==> config.mk <==
export PLATFORM = sky130hd
export DESIGN_NAME = mouse_pos_latch
export DESIGN_NICKNAME = d
export VERILOG_FILES = /design/src/rtl/mouse_pos_latch.sv
export SDC_FILE = /design/constraint.sdc
export NUM_CORES = 1
export LEC_CHECK = 0
export BUFFER_PORTS_ARGS = -buffer_cell sky130_fd_sc_hd__buf_2
export CORE_MARGIN = 2
export CORE_UTILIZATION = 40
export DETAILED_ROUTE_END_ITERATION = 8
export SYNTH_ARGS = -nofsm -noshare
export SYNTH_HDL_FRONTEND = slang
export SYNTH_SLANG_ARGS = --single-unit
==> constraint.sdc <==
create_clock -name clk40MHz -period 2.8 [get_ports clk40MHz]
set_input_delay 0 -clock clk40MHz [delete_from_list [all_inputs] [get_ports clk40MHz]]
set_output_delay 0 -clock clk40MHz [all_outputs]
set_load 0.02 [all_outputs]
==> src/rtl/mouse_pos_latch.sv <==
// Clamps raw mouse coordinates, holds the latest sample, and commits it to the overlay
// at the start of vertical blanking; hides the cursor after a run of frames with no movement.
module mouse_pos_latch #(
  parameter int unsigned H_ACTIVE    = 800,
  parameter int unsigned V_ACTIVE    = 600,
  parameter int unsigned RESET_X     = 400,
  parameter int unsigned RESET_Y     = 300,
  parameter int unsigned IDLE_FRAMES = 300
) (
  input  logic        clk40MHz,
  input  logic        rst,
  input  logic [11:0] xpos_raw,
  input  logic [11:0] ypos_raw,
  input  logic        pos_valid,
  input  logic        vblnk,
  output logic [11:0] xpos,
  output logic [11:0] ypos,
  output logic        cursor_visible,
  output logic        pos_update
);

  localparam int unsigned CNT_W = (IDLE_FRAMES > 0) ? $clog2(IDLE_FRAMES + 1) : 1;
  localparam logic [11:0] X_MAX  = 12'(H_ACTIVE - 1);
  localparam logic [11:0] Y_MAX  = 12'(V_ACTIVE - 1);
  localparam logic [11:0] X_INIT = 12'(RESET_X);
  localparam logic [11:0] Y_INIT = 12'(RESET_Y);
  localparam logic [CNT_W-1:0] IDLE_LIMIT = CNT_W'(IDLE_FRAMES);

  logic [11:0]      pend_x, pend_y;
  logic             dirty;
  logic             vblnk_d;
  logic [CNT_W-1:0] idle_cnt;

  logic             frame_start_c;
  logic             commit_c;
  logic             idle_tick_c;
  logic [CNT_W-1:0] idle_next_c;
  logic [11:0]      clamp_x_c, clamp_y_c;

  // Next-state decode: frame edge, commit/idle decisions and input clamping.
  always_comb begin
    frame_start_c = 1'b0;
    commit_c      = 1'b0;
    idle_tick_c   = 1'b0;
    idle_next_c   = idle_cnt;
    clamp_x_c     = xpos_raw;
    clamp_y_c     = ypos_raw;

    frame_start_c = vblnk & ~vblnk_d;
    commit_c      = frame_start_c & dirty;

    if (IDLE_FRAMES != 0) begin
      idle_tick_c = frame_start_c & ~dirty & (idle_cnt < IDLE_LIMIT);
    end
    if (idle_tick_c) begin
      idle_next_c = idle_cnt + CNT_W'(1);
    end

    if (xpos_raw > X_MAX) begin
      clamp_x_c = X_MAX;
    end
    if (ypos_raw > Y_MAX) begin
      clamp_y_c = Y_MAX;
    end
  end

  // State and output registers; commit reads pend from before this edge.
  always_ff @(posedge clk40MHz or posedge rst) begin
    if (rst) begin
      xpos           <= X_INIT;
      ypos           <= Y_INIT;
      cursor_visible <= 1'b1;
      pos_update     <= 1'b0;
      pend_x         <= X_INIT;
      pend_y         <= Y_INIT;
      dirty          <= 1'b0;
      idle_cnt       <= '0;
      vblnk_d        <= 1'b0;
    end else begin
      vblnk_d    <= vblnk;
      pos_update <= commit_c;

      if (commit_c) begin
        xpos           <= pend_x;
        ypos           <= pend_y;
        idle_cnt       <= '0;
        cursor_visible <= 1'b1;
      end else if (idle_tick_c) begin
        idle_cnt <= idle_next_c;
        if (idle_next_c == IDLE_LIMIT) begin
          cursor_visible <= 1'b0;
        end
      end

      // A sample arriving on a commit cycle keeps dirty set for the next frame.
      if (pos_valid) begin
        pend_x <= clamp_x_c;
        pend_y <= clamp_y_c;
        dirty  <= 1'b1;
      end else if (commit_c) begin
        dirty <= 1'b0;
      end
    end
  end

endmodule

# Word level (Yosys, flattened, before mapping)
# Cells that the tools add are included.
# word_totals
wordCells	34
register_bits	61
input_bits	28
# op_classes
eq_ne	1
bitwise_logic	6
n_lt_le_gt_ge	3
mux	10
add_sub_neg	1
n_reduce_logical	4
# op_table
cell	n
$mux 9	3
$gt 12x10->1 const B	2
$mux 12	2
$add 9x1->9 const B	1
$eq 9x9->1 const B	1
$lt 9x9->1 const B	1
$reduce_bool 2->1	3
$mux 1	5
$and 1x1->1	4
$not 1->1	2
$reduce_and 2->1	1

# Logic depth before layout (Yosys ltp)
# Gate-level depths: netlist of run 1.
# depth
ltp_word	9
mapped_depth	6

# Worst setup path before layout of run 1
# Ideal clock, no wire load.
# synth_timing
path_kind	register -> register
start	reg idle_cnt[0]
end	reg cursor_visible
t_arrival_ps	1432
synth_period_minus_slack_ps	1523
required_time_ps	2709
slack_ps	1277
n_path_buf	0
stages_incl_launch_ff	5
setup_ps	91
cell_sequence	dfrtp_1 > ha_1 > or4bb_1 > nor4_1 > a31oi_1
# synth_between
elab_chain_cells	6
word_cells_on_any_way	8
cone_classes	1 x add/sub; 1 x order compare; 1 x eq/ne; 1 x mux; 1 x bitwise; 3 x reduce/logical
# synth_rtl
element	line	source
start, declared	32	logic [CNT_W-1:0] idle_cnt;
start signal, assigned	89	idle_cnt <= idle_next_c;
$lt 9x9->1	53	idle_tick_c = frame_start_c & ~dirty & (idle_cnt < IDLE_LIMIT);
$and 1x1->1	53	
$mux 9	55	if (idle_tick_c) begin
$eq 9x9->1	90	if (idle_next_c == IDLE_LIMIT) begin
$reduce_bool 2->1 (no source line)	-	
$reduce_and 2->1 (no source line) (*)	-	
end signal, assigned	72	cursor_visible <= 1'b1;
end signal, assigned	87	cursor_visible <= 1'b1;
end signal, assigned	91	cursor_visible <= 1'b0;
end, declared	18	output logic cursor_visible,
# Every way passes the cells marked *; elsewhere a longest branch is shown, timed or not.
# A chain may end at the register's enable or synchronous reset.

# Final worst setup path of run 1
# layout_timing
start	reg dirty
end	reg idle_cnt[7]
# layout_between
elab_chain_cells	6
word_cells_on_any_way	8
cone_classes	3 x mux; 4 x bitwise; 1 x reduce/logical
# layout_rtl
element	line	source
start, declared	30	logic dirty;
start signal, assigned	76	dirty <= 1'b0;
start signal, assigned	99	dirty <= 1'b1;
start signal, assigned	101	dirty <= 1'b0;
$not 1->1	53	
$and 1x1->1 (2 in a row)	53	
$mux 9	55	
$mux 9	88	end else if (idle_tick_c) begin
$mux 9	83	if (commit_c) begin
# Parallel ways exist; a longest one is shown, timed or not. The select of a mux whose other input is x is not followed.

==> results of run 1 <==
## per-stage QoR
step	power [mW]	hold WS, ns	setup slack [ns]	std cells
after detailed placement	1.25	0.0417	1.00	359
final	1.90	0.0280	0.975	400
after CTS	1.92	0.0157	0.983	400
after global placement	1.24	0.0391	1.01	359
after floorplan	1.15	0.0314	1.28	239
after global routing	2.00	0.0401	0.862	400
## power by group through the flow
stage                     combinational [mW]  clock (mW)  sequential, mW
after detailed placement               0.242           0            1.01
final                                  0.263       0.642           0.991
after CTS                              0.268       0.661           0.991
after global placement                 0.237           0            1.00
after floorplan                       0.0953           0            1.05
after global routing                   0.294       0.707           0.998
## final timing paths
kind,to,startpoint,slack (ns)
max reg2reg,idle_cnt[7],dirty,0.97
min reg2reg,xpos[8],pend_x[8],0.45
min in group asynchronous,idle_cnt[2],rst,0.23
max in group asynchronous,ypos[3],rst,1.70
max,idle_cnt[7],dirty,0.97
min,pend_y[10],pos_valid,0.03
## cells in the mapped netlist (2+ instances only)
master,count
nor3_1,3
o211ai_1,2
buf_2,7
dfstp_2,15
a22o_1,4
inv_1,12
nand3_1,5
dfrtp_1,46
a21oi_1,7
o22ai_1,4
or3_1,3
nor2_1,9
o22a_1,10
xnor2_1,2
a31oi_1,3
o21ai_0,7
nor2b_1,4
nand2_1,71
nor4_1,3
clkbuf_1,4
## state kept, by name, summed over array words and instances, names as in the netlist
| signal | cells |
|---|---|
| xpos | 12 |
| cursor_visible | 1 |
| pend_x | 12 |
| vblnk_d | 1 |
| pend_y | 12 |
| dirty | 1 |
| pos_update | 1 |
| ypos | 12 |
| idle_cnt | 9 |
## metal layers
layer / GRT usage (%) / vias up
met2: 25.0 / 54
li1: - / 970
met5: 0 / -
met1: 23.3 / 915
met3: 3.59 / 11
met4: 10.0 / 0
## layout make-up
cell class              count  area share (%)
well taps                  75            2.93
repair buffers             82            17.0
clock buffers              11            4.10
inverters                  12            1.41
clock inverters             5           0.859
flip-flops and latches     61            48.2
multi-input cells         154            25.5
## cells in the final DEF (no fill, tap or decap), drive strengths merged, types with 4 or more instances in the layout
| cell type | instances |
|---|---|
| a21oi | 7 |
| a22o | 4 |
| buf | 57 |
| clkbuf | 11 |
| clkinv | 4 |
| dfrtp | 46 |
| dfstp | 15 |
| dlygate4sd3 | 25 |
| inv | 12 |
| nand2 | 71 |
| nand3 | 5 |
| nor2 | 9 |
| nor2b | 4 |
| o21ai | 8 |
| o22a | 10 |
| o22ai | 4 |
## what timing repair did
| item | 4_1_cts | 5_1_grt |
|---|---|---|
| gates resized for setup | 0 | 0 |
| hold endpoints to repair | 39 | 0 |
| hold buffers | 25 | 0 |
## logic make-up after synthesis
family	count (synthesis)
multiplexers	1
AND/OR/NAND/NOR	106
AO/OA/AOI/OAI	44
flip-flops	61
XOR/XNOR	2
buffers and inverters	24
adder cells (fa/ha/maj)	1
==> impl_metrics.yaml, run 1 <==
status:
  status: "finished clean"
sta:
  period_share_pct: 65.2
  setup_tns_ns: 0
  worst_pin_slew_ns: 0.817
  period_needed_ns: 1.83
  hold_viol: 0
  fmax_mhz: 548
  slew_headroom_pct: 45.3
  slew_violations: 0
  rsz0062_at_grt: "no"
  fin_skew_ns: 0.00650
  setup-violations-final: 0
power_and_ir_drop:
  cellLeakagePower_nw: 1.54
  p_switching_mw: 0.522
  switching_share_pct: 27.5
  pwr-share-seq_pct: 52.3
  p_comb_share_pct: 13.9
  cellPowerDensity_mw_per_mm2: 592
  clkPwrFrac_pct: 33.8
  p_int_mw: 1.37
  ir_worst_vdd_mv: 0.316
cts:
  cts_setup_buffers: 0
  htreeDepth: 3
  clockBufferDepth: 2
  cts.sinks: 61
  numCtsBuffers: 9
  clkTransAtPathRegs_ns: 0.07
  cts-root-buf: "clkbuf_8"
  cts_tree: "built"
  clk-insertion-delay-late_ns: 0.33
global_routing:
  overflow: 0
  grt.total_usage_pct: 17.0
  grt_max_degree: 41
  grt_pass1_wl_um: 8470
  grt_antenna_before_repair: 0
  grt_pass1_vias: 1813
synthesis:
  synth_area_mm2: 0.00246
  synthDistinctLibCells: 38
  synthTopCellsByArea: "dfrtp_1 47%, dfstp_2 16%, nand2_1 11%"
  synth_top_family_by_area: "simple AND/OR/NAND/NOR gates"
  syn_nets: 268
  synth_edf_count: 0
  yosysWarnings: 0
  synth_top_area_cell: "dfrtp_1"
  syn_avg_cell_area_um2: 10.3
  synthMuxAreaShare_pct: 0.407
  ys_seq_area_share_pct: 62.8
  synth_xor_xnor_area_share_pct: 0.712
  synthArstFlopShare_pct: 100
  synth_fa_ha_area_share_pct: 0.509
  yosys_register_bits: 61
  synth-simple-area-share_pct: 19.1
  synth-main-ff-cell: "dfrtp_1"
  synth_top_area_share_pct: 46.8
  synth_compound_area_share_pct: 12.5
  syn_inst: 239
drt:
  wl_um: 5210
  drtPass1Iterations: 4
  drtIter0Drc: 59
  wire_per_inst_um: 13.0
  dr.max_layer_used: "met4"
  vias: 1950
  ant_nets: 0
  met2_length_um: 2310
  wl_met3_um: 214
  wl_met1_um: 2600
  avgViaCountPerCell: 4.88
  drc: 0
floorplanning:
  boundaryPins: 54
  start_util_pct: 41.5
  core_mm2: 0.00592
  dieArea_mm2: 0.00679
  die_y_um: 82.4
  die_w_um: 82.4
  row_count: 28
cells_and_area:
  multi_input_area_um2: 816
  utilization_pct: 54.1
  seqCellArea_mm2: 0.00155
  syn2layout_area_growth_pct: 30.3
  final_area_mm2: 0.00320
  fillers: 537
  fin_nets: 349
  antenna_cells: 0
  drive_above_1_share_pct: 27.4
min_path:
  hold_depth: 2
  hp-class: "primary input to flip-flop"
worst_setup_path:
  slowest_stage: "or4_1"
  critPathTopFamily: "simple AND/OR/NAND/NOR gates"
  r2r_cells: 4
  worstPathMaxFanout: 12
  critPathCaptureType: "flip-flop"
  path_buf_inv: 0
  path_class: "flip-flop to flip-flop"
  cpPeakStageDelay_ns: 0.60
  crit_chain: "nor3b_2, o211ai_1, or4_1, a21oi_1"
  path_depth: 4
  worst_ep_arrival_time_ns: 2.08
  startpoint_type: "flip-flop"
  crit_required_ns: 3.05
job:
  max_cap_violations: 0
placement:
  placed_area_mm2: 0.00280
  io_buffers: 53
  hpwl_um: 3370
  gp_congestion: 0.827
Power figures use the tool's default switching activity.
==> run 2: changes to the inputs <==
==> constraint.sdc (replaced) <==
create_clock -name clk40MHz -period 1.85 [get_ports clk40MHz]
set_input_delay 0 -clock clk40MHz [delete_from_list [all_inputs] [get_ports clk40MHz]]
set_output_delay 0 -clock clk40MHz [all_outputs]
set_load 0.02 [all_outputs]
==> run 2 against run 1 <==
  * Worst setup slack lost 0.80 ns
  * Sequential share of layout area is 0.98 points lower
  * First-iteration DRC count grew 130%
  * Clock power up 82%
  * Die area did not move
  * Clock skew is 0.0018 ns lower
  * Combinational power up 53%
  * Worst hold slack got worse by 0.00086 ns
  * Sequential power grew 51%
  * Critical path depth unchanged
==> impl_metrics.yaml, run 2 (synthesis results as in run 1) <==
status:
  status: "finished clean"
sta:
  setup-violations-final: 0
  worst_pin_slew_ns: 0.457
  setup_tns_ns: 0
  rsz0062_at_grt: "no"
  period_share_pct: 90.3
  hold_viol: 0
  fmax_mhz: 598
  hold_ws_ns: 0.0272
  slew_headroom_pct: 69.4
  fin_skew_ns: 0.00475
  slew_violations: 0
  period_needed_ns: 1.67
cts:
  cts_tree: "built"
  clkTransAtPathRegs_ns: 0.07
  clockBufferDepth: 2
  clk-insertion-delay-late_ns: 0.33
  numCtsBuffers: 9
  htreeDepth: 3
  cts_resized: 0
  cts-root-buf: "clkbuf_8"
  cts.sinks: 61
worst_setup_path:
  startpoint: "idle_cnt[0]"
  reg2reg_slack_ns: 0.18
  startpoint_type: "flip-flop"
  path_class: "flip-flop to flip-flop"
  cp-endpoint: "cursor_visible"
  r2r-end: "cursor_visible"
  crit_chain: "ha_1, or4bb_1, nor4_1, a31oi_1"
  crit_required_ns: 2.10
  critPathCaptureType: "flip-flop"
  cpPeakStageDelay_ns: 0.48
  slowest_stage: "or4bb_1"
  r2r_cells: 4
  worstPathMaxFanout: 7
  r2r-start: "idle_cnt[0]"
  worst_ep_arrival_time_ns: 1.92
cells_and_area:
  utilization_pct: 55.2
  syn2layout_area_growth_pct: 33.0
  final_common_cell: "nand2_1"
  multi_input_area_um2: 816
  layout_common_cells: "71 x nand2_1, 53 x buf_2, 46 x dfrtp_1"
  antenna_cells: 0
  drive_above_1_share_pct: 28.7
  final_area_mm2: 0.00327
  fin_nets: 351
  seqCellArea_mm2: 0.00155
  fillers: 525
power_and_ir_drop:
  cellLeakagePower_nw: 1.57
  finalPower_mw: 3.07
  cellPowerDensity_mw_per_mm2: 939
  ir_worst_vdd_mv: 0.519
min_path:
  hold_start: "ypos_raw[10]"
  hp-class: "primary input to flip-flop"
drt:
  drtIter0Drc: 136
  vias: 1951
  avgViaCountPerCell: 4.85
  drc: 0
  wl_um: 5050
  wire_per_inst_um: 12.6
  drtPass1Iterations: 5
  ant_nets: 0
global_routing:
  overflow: 0
  grt_antenna_before_repair: 0
  grt_pass1_wl_um: 8670
  grt.total_usage_pct: 17.1
  grt_max_degree: 62
  grt_pass1_vias: 1919
floorplanning:
  start_util_pct: 41.5
  core_mm2: 0.00592
  die_w_um: 82.4
  dieArea_mm2: 0.00679
  row_count: 28
  die_y_um: 82.4
  boundaryPins: 54
job:
  max_cap_violations: 0
placement:
  placed_area_mm2: 0.00283
  hpwl_um: 3280
  io_buffers: 53
  gp_congestion: 0.796
==> run 2: cell types whose count changed in the layout (fill, tap and decap cells not counted) <==
cell	before	now
dlygate4sd3_1	25	24
clkbuf_1	2	0
buf_12	0	1
buf_4	4	6
bufinv_16	0	1
clkbuf_8	9	10
clkinv_2	4	2
clkinvlp_4	1	3
==> run 2: cell type report <==
| cell class | instances | area share, % |
|---|---|---|
| flip-flops and latches | 61 | 47.2 |
| multi-input cells | 154 | 24.9 |
| repair buffers | 84 | 17.4 |
| clock buffers | 10 | 4.21 |
| well taps | 75 | 2.87 |
| clock inverters | 6 | 1.91 |
| inverters | 12 | 1.38 |
==> run 2: timing repair <==
action,CTS,global route
buffers inserted,0,0
hold buffers,24,0
hold endpoints to repair,82,0
==> run 2: metrics by stage <==
step,setup WS [ns],cells
floorplan,0.327,239
global placement,0.234,362
detailed placement,0.186,362
CTS,0.183,402
global route,0.0361,402
finish,0.179,402
==> run 2: how the worst min path moves through the flow <==
| stage | end | slack (ns) | cells after the start |
|---|---|---|---|
| after floorplan | vblnk_d | 0.03 | 0 |
| after global placement | xpos[5] | 0.09 | 3 |
| after detailed placement | xpos[5] | 0.09 | 3 |
| after CTS | pend_y[9] | 0.005 | 3 |
| after global routing | pend_y[9] | 0.06 | 3 |
| final | pend_y[9] | 0.03 | 3 |
==> run 2: routing by layer <==
metal | global-route usage, % | share of wire, % | vias up | wire length [um]
met5 | 0 | 0 | - | 0
met4 | 9.50 | 2.2 | 0 | 110
met3 | 3.91 | 5.2 | 8 | 264
met2 | 26.9 | 44 | 50 | 2220
met1 | 21.9 | 49 | 910 | 2450
li1 | - | - | 983 | -
==> run 2: critical path: cells and delay by family, from the launching register on <==
| family | cells | cell delay, ns |
|---|---|---|
| flops | 1 | 0.44 |
| fa+ha+maj | 1 | 0.33 |
| compound gates | 1 | 0.12 |
| simple gates | 2 | 0.69 |
==> run 2: report_power, final <==
part	internal (mW)	switching (mW)	total (mW)	leakage, nW
logic	0.163	0.239	0.403	0.756
clock network	0.653	0.519	1.17	0.0943
registers	1.44	0.0511	1.50	0.720
total	2.26	0.810	3.07	1.57
==> run 3: changes to the inputs <==
--- a/config.mk
+++ b/config.mk
@@ -9,6 +9,7 @@
 export CORE_MARGIN = 2
 export CORE_UTILIZATION = 40
 export DETAILED_ROUTE_END_ITERATION = 8
+export RECOVER_POWER = 25
 export SYNTH_ARGS = -nofsm -noshare
 export SYNTH_HDL_FRONTEND = slang
 export SYNTH_SLANG_ARGS = --single-unit
==> constraint.sdc (replaced) <==
create_clock -name clk40MHz -period 1.5 [get_ports clk40MHz]
set_input_delay 0 -clock clk40MHz [delete_from_list [all_inputs] [get_ports clk40MHz]]
set_output_delay 0 -clock clk40MHz [all_outputs]
set_load 0.02 [all_outputs]
==> run 3 against run 2 <==
  * The flow now finishes with violations (setup timing)
  * Critical path type unchanged
  * Worst setup slack got worse by 0.22 ns
  * Final cell count rose by 3.7%
  * Fmax rose by 8.2%
  * Sequential cell count stayed put
  * Largest cell class unchanged
  * Sequential power is 23% higher
  * Power rose by 37%
  * Critical endpoint unchanged
  * Register-to-register slack got worse by 0.22 ns
  * Clock skew increased by 0.0016 ns
  * Routed wire length is 7.9% higher
==> impl_metrics.yaml, run 3 (synthesis results as in run 1) <==
power_and_ir_drop:
  finalPower_mw: 4.21
  p_int_mw: 3.24
  clkPwrFrac_pct: 43.8
  pwr-share-seq_pct: 43.7
  switching_share_pct: 23.1
  p_switching_mw: 0.973
  cellPowerDensity_mw_per_mm2: 1230
  p_comb_share_pct: 12.5
  ir_worst_vdd_mv: 1.01
  cellLeakagePower_nw: 1.68
drt:
  wire_per_inst_um: 13.1
  wl_met1_um: 2520
  avgViaCountPerCell: 4.86
  drc: 0
  ant_nets: 0
  wl_um: 5450
  wl_met3_um: 235
  drtPass1Iterations: 4
  met2_length_um: 2600
  drtIter0Drc: 86
  vias: 2025
  dr.max_layer_used: "met4"
cts:
  cts_tree: "built"
  htreeDepth: 3
  cts.sinks: 61
  clkTransAtPathRegs_ns: 0.07
  numCtsBuffers: 9
  clockBufferDepth: 2
  cts-root-buf: "clkbuf_8"
  clk-insertion-delay-late_ns: 0.33
global_routing:
  grt_pass1_vias: 1963
  grt_pass1_wl_um: 9040
  grt_max_degree: 62
  overflow: 0
  grt_antenna_before_repair: 0
  grt.total_usage_pct: 18.0
worst_setup_path:
  critPathCaptureType: "flip-flop"
  worst_ep_arrival_time_ns: 1.79
  crit_chain: "ha_1, or4bb_1, nor4_2, a31oi_1"
  reg2reg_slack_ns: -0.04
  r2r_cells: 4
  r2r-end: "cursor_visible"
  slowest_stage: "or4bb_1"
  startpoint_type: "flip-flop"
  cpPeakStageDelay_ns: 0.49
  path_class: "flip-flop to flip-flop"
  r2r-start: "idle_cnt[0]"
  crit_required_ns: 1.74
  worstPathMaxFanout: 2
sta:
  setup_tns_ns: -0.0682
  fmax_mhz: 647
  finalWorstSetupSlack_ns: -0.0449
  fin_skew_ns: 0.00638
  slew_headroom_pct: 46.5
  hold_viol: 0
  setup-violations-final: 2
  slew_violations: 0
  period_needed_ns: 1.54
  period_share_pct: 103
  rsz0062_at_grt: "yes"
  worst_pin_slew_ns: 0.802
cells_and_area:
  seqCellArea_mm2: 0.00155
  fillers: 506
  layout_common_cells: "71 x nand2_1, 52 x buf_2, 46 x dfrtp_1"
  multi_input_area_um2: 826
  antenna_cells: 0
  fin_nets: 366
  drive_above_1_share_pct: 31.6
  utilization_pct: 58.1
  syn2layout_area_growth_pct: 39.8
  final_common_cell: "nand2_1"
  final_cells: 417
floorplanning:
  dieArea_mm2: 0.00679
  row_count: 28
  core_mm2: 0.00592
  start_util_pct: 41.5
  die_w_um: 82.4
  die_y_um: 82.4
  boundaryPins: 54
min_path:
  hold_depth: 3
  worstHoldEndpoint: "pend_y[9]"
  hp-class: "primary input to flip-flop"
  hold_start: "ypos_raw[10]"
status:
  status: "finished, violations left"
  violations: "setup timing"
placement:
  io_buffers: 53
  dp.cells: 373
  gp_congestion: 0.742
  hpwl_um: 3590
job:
  max_cap_violations: 0
[run 3: changes by cell type in the layout (fill, tap and decap cells not counted), sizes merged]
cell,delta
clkbuf,+5
clkinvlp,-3
bufinv,+2
buf,+13
clkinv,-2
[run 3: layer usage]
metal | vias up | track usage [%]
met3 | 10 | 4.24
met1 | 959 | 23.9
met4 | 0 | 9.50
met5 | - | 0
met2 | 50 | 27.5
li1 | 1006 | -
[run 3: power groups by stage]
stage,clock [mW],combinational (mW),sequential [mW]
2_1_floorplan,0,0.178,1.97
3_3_place_gp,0,0.475,1.86
3_5_place_dp,0,0.484,1.87
4_1_cts,1.89,0.532,1.84
5_1_grt,1.98,0.588,1.85
6_report,1.85,0.527,1.84
[run 3: worst max-delay path: cells and delay by family, from the launching register on]
family	cells	cell delay [ns]
and+or+nand+nor	2	0.64
adders and majority gates	1	0.31
AOI/OAI and AO/OA	1	0.11
DFF	1	0.39
[run 3: area by class of cell]
class                   count  share of cell area, %
flip-flops and latches     61                   44.9
multi-input cells         154                   24.0
repair buffers             99                   19.5
clock buffers              13                   4.91
well taps                  75                   2.73
clock inverters             3                   2.62
inverters                  12                   1.31
[run 3: worst max-delay path by stage]
stage,start,end,slack (ns),cells past startpoint
after floorplan,idle_cnt[0],cursor_visible,-0.02,4
after global placement,idle_cnt[0],cursor_visible,-0.009,4
after detailed placement,idle_cnt[0],cursor_visible,-0.05,4
after CTS,idle_cnt[0],cursor_visible,-0.03,4
after global routing,idle_cnt[0],cursor_visible,-0.09,4
final,idle_cnt[0],cursor_visible,-0.04,4
[run 3: per-stage QoR]
step / instance area, um2 / hold slack, ns / setup WS, ns
after global routing: 3440 / 0.0258 / -0.0857
after global placement: 2910 / 0.0839 / -0.00866
after detailed placement: 2910 / 0.0855 / -0.0459
after floorplan: 2460 / 0.0314 / -0.0232
after CTS: 3420 / 0.00607 / -0.0259
final: 3440 / 0.00689 / -0.0449
[run 3: what timing repair did]
action                                  in CTS  in global routing
endpoints found under the setup margin       1                 21
resized for setup                            1                  1
hold buffers                                24                  0
buffers inserted                             0                  4
hold endpoints to repair                    75                  0
pin swaps                                    0                  4
